$ cat config.mk
export PLATFORM = sky130hd
export DESIGN_NAME = hmac_sha256_ctrl
export DESIGN_NICKNAME = d
export VERILOG_FILES = /design/src/rtl/hmac_sha256_ctrl.sv
export SDC_FILE = /design/constraint.sdc
export NUM_CORES = 2
export LEC_CHECK = 0
export ABC_AREA = 1
export ABC_CLOCK_PERIOD_IN_PS = 2350
export BUFFER_PORTS_ARGS = -buffer_cell sky130_fd_sc_hd__buf_2
export CAP_MARGIN = 10
export CORE_AREA = 2 2 711 713
export DETAILED_ROUTE_END_ITERATION = 8
export DIE_AREA = 0 0 713 715
export PLACE_DENSITY = 0.3
export SKIP_LAST_GASP = 1
export SLEW_MARGIN = 5
export SYNTH_ARGS = -nofsm -noshare
export SYNTH_HDL_FRONTEND = slang
export SYNTH_SLANG_ARGS = --single-unit
export TNS_END_PERCENT = 50
$ cat constraint.sdc
create_clock -name i_clk -period 2.35 [get_ports i_clk]
set_input_delay 0 -clock i_clk [delete_from_list [all_inputs] [get_ports i_clk]]
set_output_delay 0 -clock i_clk [all_outputs]
set_load 0.1 [all_outputs]
$ cat src/rtl/hmac_sha256_ctrl.sv
// HMAC-SHA256 sequencer for a single SHA-256 core.
// Computes HMAC(key, msg) for a fixed 32-byte key and 32-byte message using
// four core compressions: (K0^ipad), (msg||pad), (K0^opad), (inner||pad).
// The key is either the signing key or the PUF response, chosen at start.
//
// state   | meaning
// --------+--------------------------------------------------------------
// S_IDLE  | waiting for start; hmac holds the last result
// S_L1    | block K0^ipad presented, launch init once core_ready
// S_W1    | waiting for the digest of block 1
// S_L2    | block {msg, pad} presented, launch next once core_ready
// S_W2    | waiting for the inner digest, captured on exit
// S_L3    | block K0^opad presented, launch init once core_ready
// S_W3    | waiting for the digest of block 3
// S_L4    | block {inner, pad} presented, launch next once core_ready
// S_W4    | waiting for the final digest, captured into hmac
// S_DONE  | done pulse cycle
// S_ERROR | error pulse cycle after a core timeout

module hmac_sha256_ctrl #(
   parameter int unsigned TIMEOUT_CYCLES = 4096,
   parameter int unsigned TO_W           = 13
) (
   input  logic         i_clk,
   input  logic         i_rst_n,
   input  logic         i_start,
   input  logic         i_abort,
   input  logic         i_key_sel,
   input  logic [255:0] i_signing_key,
   input  logic [255:0] i_pufout,
   input  logic [255:0] i_msg,
   output logic         o_busy,
   output logic         o_done,
   output logic         o_error,
   output logic [255:0] o_hmac,
   output logic [511:0] o_core_block,
   output logic         o_core_init,
   output logic         o_core_next,
   input  logic         i_core_ready,
   input  logic         i_core_digest_valid,
   input  logic [255:0] i_core_digest
);

   typedef enum logic [3:0] {
      S_IDLE, S_L1, S_W1, S_L2, S_W2, S_L3, S_W3, S_L4, S_W4, S_DONE, S_ERROR
   } state_t;

   localparam logic [511:0]      IPAD    = {64{8'h36}};
   localparam logic [511:0]      OPAD    = {64{8'h5c}};
   // Both chains hash 64 bytes of padded key plus 32 bytes: 768 bits.
   localparam logic [255:0]      PAD_768 = {8'h80, 184'h0, 64'h300};
   localparam logic [TO_W-1:0]   TO_LAST = TO_W'(TIMEOUT_CYCLES - 1);

   state_t           r_state;
   logic [255:0]     r_key;
   logic [255:0]     r_msg;
   logic [255:0]     r_inner;
   logic [255:0]     r_hmac;
   logic [511:0]     r_core_block;
   logic [TO_W-1:0]  r_to_cnt;
   logic             r_skip;
   logic             r_busy;
   logic             r_done;
   logic             r_error;
   logic             r_core_init;
   logic             r_core_next;

   logic [255:0]     w_key_new;
   state_t           w_wait_state;
   logic             w_launch_init;

   assign w_key_new = i_key_sel ? i_pufout : i_signing_key;

   // Map each launch state to its wait state and launch kind (init or next)
   always_comb begin
      w_wait_state  = S_W1;
      w_launch_init = 1'b1;
      case (r_state)
         S_L2: begin
            w_wait_state  = S_W2;
            w_launch_init = 1'b0;
         end
         S_L3: w_wait_state = S_W3;
         S_L4: begin
            w_wait_state  = S_W4;
            w_launch_init = 1'b0;
         end
         default: ;
      endcase
   end

   // Main sequencer: state, block staging, launches, timeout and results
   always_ff @(posedge i_clk or negedge i_rst_n) begin
      if (!i_rst_n) begin
         r_state      <= S_IDLE;
         r_key        <= '0;
         r_msg        <= '0;
         r_inner      <= '0;
         r_hmac       <= '0;
         r_core_block <= '0;
         r_to_cnt     <= '0;
         r_skip       <= 1'b0;
         r_busy       <= 1'b0;
         r_done       <= 1'b0;
         r_error      <= 1'b0;
         r_core_init  <= 1'b0;
         r_core_next  <= 1'b0;
      end else begin
         r_done      <= 1'b0;
         r_error     <= 1'b0;
         r_core_init <= 1'b0;
         r_core_next <= 1'b0;
         if (i_abort) begin
            // An in-flight core op keeps running; the next L1 waits for ready.
            r_state <= S_IDLE;
            r_busy  <= 1'b0;
         end else begin
            case (r_state)
               S_IDLE: begin
                  if (i_start) begin
                     r_key        <= w_key_new;
                     r_msg        <= i_msg;
                     r_busy       <= 1'b1;
                     r_core_block <= {w_key_new, 256'h0} ^ IPAD;
                     r_state      <= S_L1;
                  end
               end
               S_L1, S_L2, S_L3, S_L4: begin
                  if (i_core_ready) begin
                     r_core_init <= w_launch_init;
                     r_core_next <= ~w_launch_init;
                     r_to_cnt    <= '0;
                     r_skip      <= 1'b1;
                     r_state     <= w_wait_state;
                  end
               end
               S_W1, S_W2, S_W3, S_W4: begin
                  // r_skip masks the launch cycle, where a stale digest_valid
                  // from the previous compression can still be visible.
                  if (!r_skip && i_core_ready && i_core_digest_valid) begin
                     case (r_state)
                        S_W1: begin
                           r_core_block <= {r_msg, PAD_768};
                           r_state      <= S_L2;
                        end
                        S_W2: begin
                           r_inner      <= i_core_digest;
                           r_core_block <= {r_key, 256'h0} ^ OPAD;
                           r_state      <= S_L3;
                        end
                        S_W3: begin
                           r_core_block <= {r_inner, PAD_768};
                           r_state      <= S_L4;
                        end
                        default: begin
                           r_hmac  <= i_core_digest;
                           r_done  <= 1'b1;
                           r_busy  <= 1'b0;
                           r_state <= S_DONE;
                        end
                     endcase
                  end else if ((TIMEOUT_CYCLES != 0) && (r_to_cnt == TO_LAST)) begin
                     r_error <= 1'b1;
                     r_busy  <= 1'b0;
                     r_state <= S_ERROR;
                  end else begin
                     r_skip   <= 1'b0;
                     r_to_cnt <= r_to_cnt + TO_W'(1);
                  end
               end
               S_DONE:  r_state <= S_IDLE;
               S_ERROR: r_state <= S_IDLE;
               default: r_state <= S_IDLE;
            endcase
         end
      end
   end

   assign o_busy       = r_busy;
   assign o_done       = r_done;
   assign o_error      = r_error;
   assign o_hmac       = r_hmac;
   assign o_core_block = r_core_block;
   assign o_core_init  = r_core_init;
   assign o_core_next  = r_core_next;

endmodule

# Yosys cells after proc, flatten, opt, wreduce, memory -nomap -nowiden
# Index checks and enable logic that the tools add are counted.
dict set report op_classes {
  addsub 1
  n_eq_ne 19
  n_mux 42
  n_bitwise 4
  n_reduce_logical 18
}
# op count
set op_table {}
lappend op_table {{$pmux W512 S3} 1}
lappend op_table {{$mux W512} 2}
lappend op_table {{$pmux W512 S2} 1}
lappend op_table {{$not A256 Y256} 2}
lappend op_table {{$mux W256} 1}
lappend op_table {{$mux W13} 3}
lappend op_table {{$pmux W4 S3} 3}
lappend op_table {{$pmux W13 S2} 1}
lappend op_table {{$mux W1} 23}
lappend op_table {{$mux W4} 5}
lappend op_table {{$eq A4 B3 Y1 const B} 4}
lappend op_table {{$add A13 B1 Y13 const B} 1}
lappend op_table {{$eq A13 B12 Y1 const B} 1}
lappend op_table {{$ne A4 B4 Y1 const B} 3}
lappend op_table {{$reduce_and A4 Y1} 3}
lappend op_table {{$ne A2 B2 Y1 const B} 5}
lappend op_table {{$reduce_and A5 Y1} 2}
lappend op_table {{$eq A4 B2 Y1 const B} 2}
lappend op_table {{$reduce_or A4 Y1} 2}
lappend op_table {{$ne A3 B3 Y1 const B} 2}
lappend op_table {{$reduce_and A3 Y1} 2}
lappend op_table {{$eq A4 B1 Y1 const B} 1}
lappend op_table {{$eq A4 B4 Y1 const B} 1}
lappend op_table {{$logic_not A4 Y1} 1}
lappend op_table {{other kinds (8)} 12}
dict set report word_totals {
  regBits 1559
  in_bits 1031
  out_inout_bits 773
}

# Depth between registers and ports, before layout
dict set report depth {
  ltp_word 6
  ltp_mapped 13
}

# Worst setup path after synthesis
# No wires, ideal clock.
dict set report synth_path {
  kind {register -> output}
  start {register, netlist name o_core_block[252]}
  end {output port o_core_block[100]}
  arrival_time_ps 2369
  required_time_ps 2350
  slack_ps -19
  stages_incl_launch_ff 2
  path_buffers 1
  path_cell_list {dfrtp_1 -> buf_4}
}
# element line
set synth_rtl {}
lappend synth_rtl {{end: declaration} 36} ;# output logic [511:0] o_core_block,

# Worst setup path after layout
dict set report layout_path {
  start {register r_state[3]}
  end {register r_core_block[374], in the netlist o_core_block[374]}
}
dict set report layout_via {
  elab_chain_len 4
  elab_cells_between_ends 14
  cone_classes {eq/ne: 7; mux: 3; reduce/logical: 4}
}
# element line
set layout_rtl {}
lappend layout_rtl {{start: declaration} 54} ;# state_t r_state;
lappend layout_rtl {{start signal: assignment} 134} ;# r_state <= w_wait_state;
lappend layout_rtl {{$eq A4 B2 Y1 (tied with other cells)} {118, 141}}
lappend layout_rtl {{$reduce_or A4 Y1 / $pmux W512 S3 (equally long branches)} {118, 141}}
lappend layout_rtl {{$ne A4 B4 Y1 (no line) (tied with other cells)} --}
lappend layout_rtl {{$reduce_and A5 Y1 (no line) / $pmux W512 S2 (equally long branches)} --}
lappend layout_rtl {{end signal: assignment} 124} ;# r_core_block <= {w_key_new, 256'h0} ^ IPAD;
lappend layout_rtl {{end signal: assignment} 143} ;# r_core_block <= {r_msg, PAD_768};
lappend layout_rtl {{end signal: assignment} 148} ;# r_core_block <= {r_key, 256'h0} ^ OPAD;
lappend layout_rtl {{end: declaration} 59} ;# logic [511:0] r_core_block;
# Several ways; a longest one is shown, not always the timed one. The select of a mux whose other input is x is not followed.
# A chain may end at the register's enable or synchronous reset.

==> flow_metrics.py <==
metrics = {
    "run_status": {
        "outcome": "finished clean",
    },
    "placement": {
        "dpl.hpwl_um": 302000,
        "post-place-ws_ns": -0.124,
        "io_buffers": 1741,
        "place.gp.congestion": 0.790,
    },
    "worst_hold_path": {
        "hp-class": "input pin to flop",
        "hold_depth": 4,
    },
    "worst_setup_path": {
        "crit_buf_inv": 5,
        "path_cells": "inv_1, nand3_4, buf_4, nor2_4, buf_12, buf_16, buf_12, nand2_1, nand3_1, nand2_1, nand2_1, nand2_1, nand2_1",
        "cpMostUsedCell": "nand2_1",
        "crit_path_start_kind": "flop",
        "cp_slowest_cell": "dfrtp_2",
        "critPathTopFamily": "buffers and inverters",
        "worstSetupPathType": "flop to flop",
        "critPathRequiredTime_ns": 3.16,
        "arrival_ns": 3.09,
        "crit_path_end_kind": "flop",
        "path_depth": 13,
        "cpPeakStageDelay_ns": 0.45,
        "r2r_cells": 13,
        "crit_fanout": 27,
    },
    "synth": {
        "synth_compound_area_share_pct": 1.70,
        "synth-simple-area-share_pct": 33.7,
        "synthTopCellsByArea": "dfrtp_1 (53%), nand2_1 (29%), nand3_1 (4.4%)",
        "ys_seq_elements": 1308,
        "synthXorXnorAreaFrac_pct": 0.0845,
        "yosys.area.top_type_share_pct": 52.6,
        "synth_cell_types": 34,
        "avgSynthCellArea_um2": 7.73,
        "ys_seq_area_share_pct": 52.6,
        "synth_top_area_cell": "dfrtp_1",
        "syn_area_um2": 62200,
        "synth_top_family_by_area": "simple AND/OR/NAND/NOR gates",
        "yosys.area_share.adder_pct": 0.0201,
        "ys_warn_count": 0,
        "synth_cells": 8044,
        "synthMuxAreaShare_pct": 4.38,
    },
    "power_and_ir_drop": {
        "power_density_nw_per_um2": 1480,
        "pwr-share-seq_pct": 24.2,
        "p_comb_share_pct": 56.9,
        "max-vdd-ir-drop_v": 0.00181,
        "p_leak_nw": 54.1,
        "p_switching_mw": 88.1,
        "p_int_mw": 67.7,
        "p_clk_share_pct": 19.0,
        "switching_share_pct": 56.5,
        "total_power_mw": 156,
    },
    "clocking": {
        "cts_tree": "yes",
        "cts-buffers-inserted": 182,
        "cts_root_buffer": "clkbuf_16",
        "cts_max_level": 4,
        "clk_pin_slew_ns": 0.06,
        "clkSinkCount": 1308,
        "clock_path_buffers": 4,
        "clock_latency_ns": 0.89,
    },
    "timing": {
        "tightest_slew_ns": 0.965,
        "fin_crit_sh_pct": 97.1,
        "hold_ws_ns": 0.0891,
        "grt_setup_unrepaired": "yes",
        "min_period_ns": 2.28,
        "slew_headroom_pct": 36.1,
        "finalMaxSlewViolations": 0,
        "setup_viol": 0,
        "max_freq_ghz": 0.438,
        "skew_ns": 0.0587,
        "setup_ws_ns": 0.0673,
        "final_hold_viol_count": 0,
    },
    "die": {
        "start_util_pct": 12.4,
        "die_area_um2": 510000,
        "io_pins": 1804,
        "die_h_um": 715,
        "row_count": 261,
        "die_width_um": 713,
        "core_area_um2": 503000,
    },
    "route": {
        "drt_iter0_drc": 3897,
        "wl_per_cell_um": 21.7,
        "routed_wl_um": 398000,
        "num_vias": 66000,
        "via_per_inst": 3.59,
        "drc": 0,
        "firstDrtPassIters": 6,
        "ant_nets": 0,
    },
    "layout": {
        "fin_nets": 12500,
        "utilization_pct": 20.9,
        "mostFrequentLayoutCells": "nand2_1 (4763), dlygate4sd3_1 (1758), buf_2 (1674)",
        "area_growth_pct": 69.2,
        "seqCellArea_um2": 32700,
        "fillers": 56800,
        "drive_gt1_share_pct": 22.7,
        "multi_input_area_um2": 25100,
        "layout_commonest_cell": "nand2_1",
    },
    "global_routing": {
        "grt_pass1_vias": 67900,
        "grt_max_degree": 92,
        "grt-ovfl-total": 0,
        "grt_pass1_wl_um": 542000,
        "grtUsageTotal_pct": 14.9,
        "antenna_found_initial": 87,
    },
    "flow_run": {
        "drv_cap": 0,
    },
}
synthesized netlist by cell type (all sizes together):
library cell,count
mux2,128
mux2i,128
buf,539
nand3,544
nor2,30
xnor2,3
inv,151
a211oi,1
dfrtp,1308
nand4,14
conb,1
ha,1
or2,13
o211ai,1
o21ai,202
xor2,3
o21bai,2
clkbuf,199
nor3,7
a21oi,2
nand2,4767
layout make-up:
| class | count | share of cell area (%) |
|---|---|---|
| repair buffers | 3957 | 30.5 |
| clock buffers | 276 | 5.16 |
| well taps | 6706 | 7.97 |
| multi-input cells | 5908 | 23.9 |
| flip-flops and latches | 1308 | 31.1 |
| diodes | 39 | 0.0927 |
| inverters | 151 | 0.575 |
| clock inverters | 50 | 0.697 |
worst paths after layout:
check                      slack (ns)                            end                     from
max                              0.07  o_core_block[374]$_DFFE_PN0P_   r_state[3]$_DFFE_PN0P_
min                              0.09        o_hmac[189]$_DFFE_PN0P_       i_core_digest[189]
max reg2reg                      0.07  o_core_block[374]$_DFFE_PN0P_   r_state[3]$_DFFE_PN0P_
min reg2reg                      0.46        o_hmac[154]$_DFFE_PN0P_  o_hmac[154]$_DFFE_PN0P_
max in group asynchronous        0.96        o_hmac[123]$_DFFE_PN0P_                  i_rst_n
min in group asynchronous        0.58       r_inner[241]$_DFFE_PN0P_                  i_rst_n
layer usage:
metal | share of wire [%] | vias to the layer above | global-route usage (%) | routed length [µm]
met5 | 0.052 | - | 0 | 207
met1 | 43 | 32100 | 18.7 | 171000
met2 | 48 | 1750 | 25.1 | 189000
met3 | 6.1 | 439 | 3.61 | 24500
li1 | - | 31700 | - | -
met4 | 3.2 | 34 | 4.46 | 12800
registers in the layout, summed over array words and instances (netlist names):
signal and flops:
o_busy 1, r_key 256, r_to_cnt 13, o_core_init 1
r_skip 1, o_done 1, r_msg 256, o_hmac 256
o_core_next 1, o_core_block 261, o_error 1, r_inner 256
r_state 4
through the flow:
step           TNS [ns]  instance area, µm²  instances
2_1_floorplan    -0.156               62400       8105
3_3_place_gp     -0.146               80700      16300
3_5_place_dp     -0.151               80700      16300
4_1_cts           -7.90              105000      18300
5_1_grt           -1.76              105000      18400
6_report              0              105000      18400
power by group through the flow:
stage          Clock [mW]  Combinational [mW]  Sequential, mW
4_1_cts              30.7                89.0            37.7
6_report             29.6                88.6            37.7
3_3_place_gp            0                85.8            38.1
2_1_floorplan           0                32.0            65.9
5_1_grt              31.5                94.0            38.7
3_5_place_dp            0                85.7            38.0
worst min-delay path, cell delays in order:
cell           delay, ns
dlygate4sd3_1       0.62
buf_2               0.18
nand2_1             0.06
nand2_1             0.04
cell families after synthesis:
logic type               Yosys count
XOR/XNOR                           6
adder cells (fa/ha/maj)            1
flip-flops                      1308
AO/OA/AOI/OAI                    208
AND/OR/NAND/NOR                 5375
multiplexers                     256
other                              1
buffers and inverters            889
timing repair:
action                      CTS  global route
setup buffers                 6             6
gates cloned                  1             8
hold endpoints to repair   2609             0
setup endpoints to repair   124           574
pin swaps                     1             2
resized for setup            34            66
hold buffers               1759             0
Note: power is estimated with default switching activity, not from simulation.
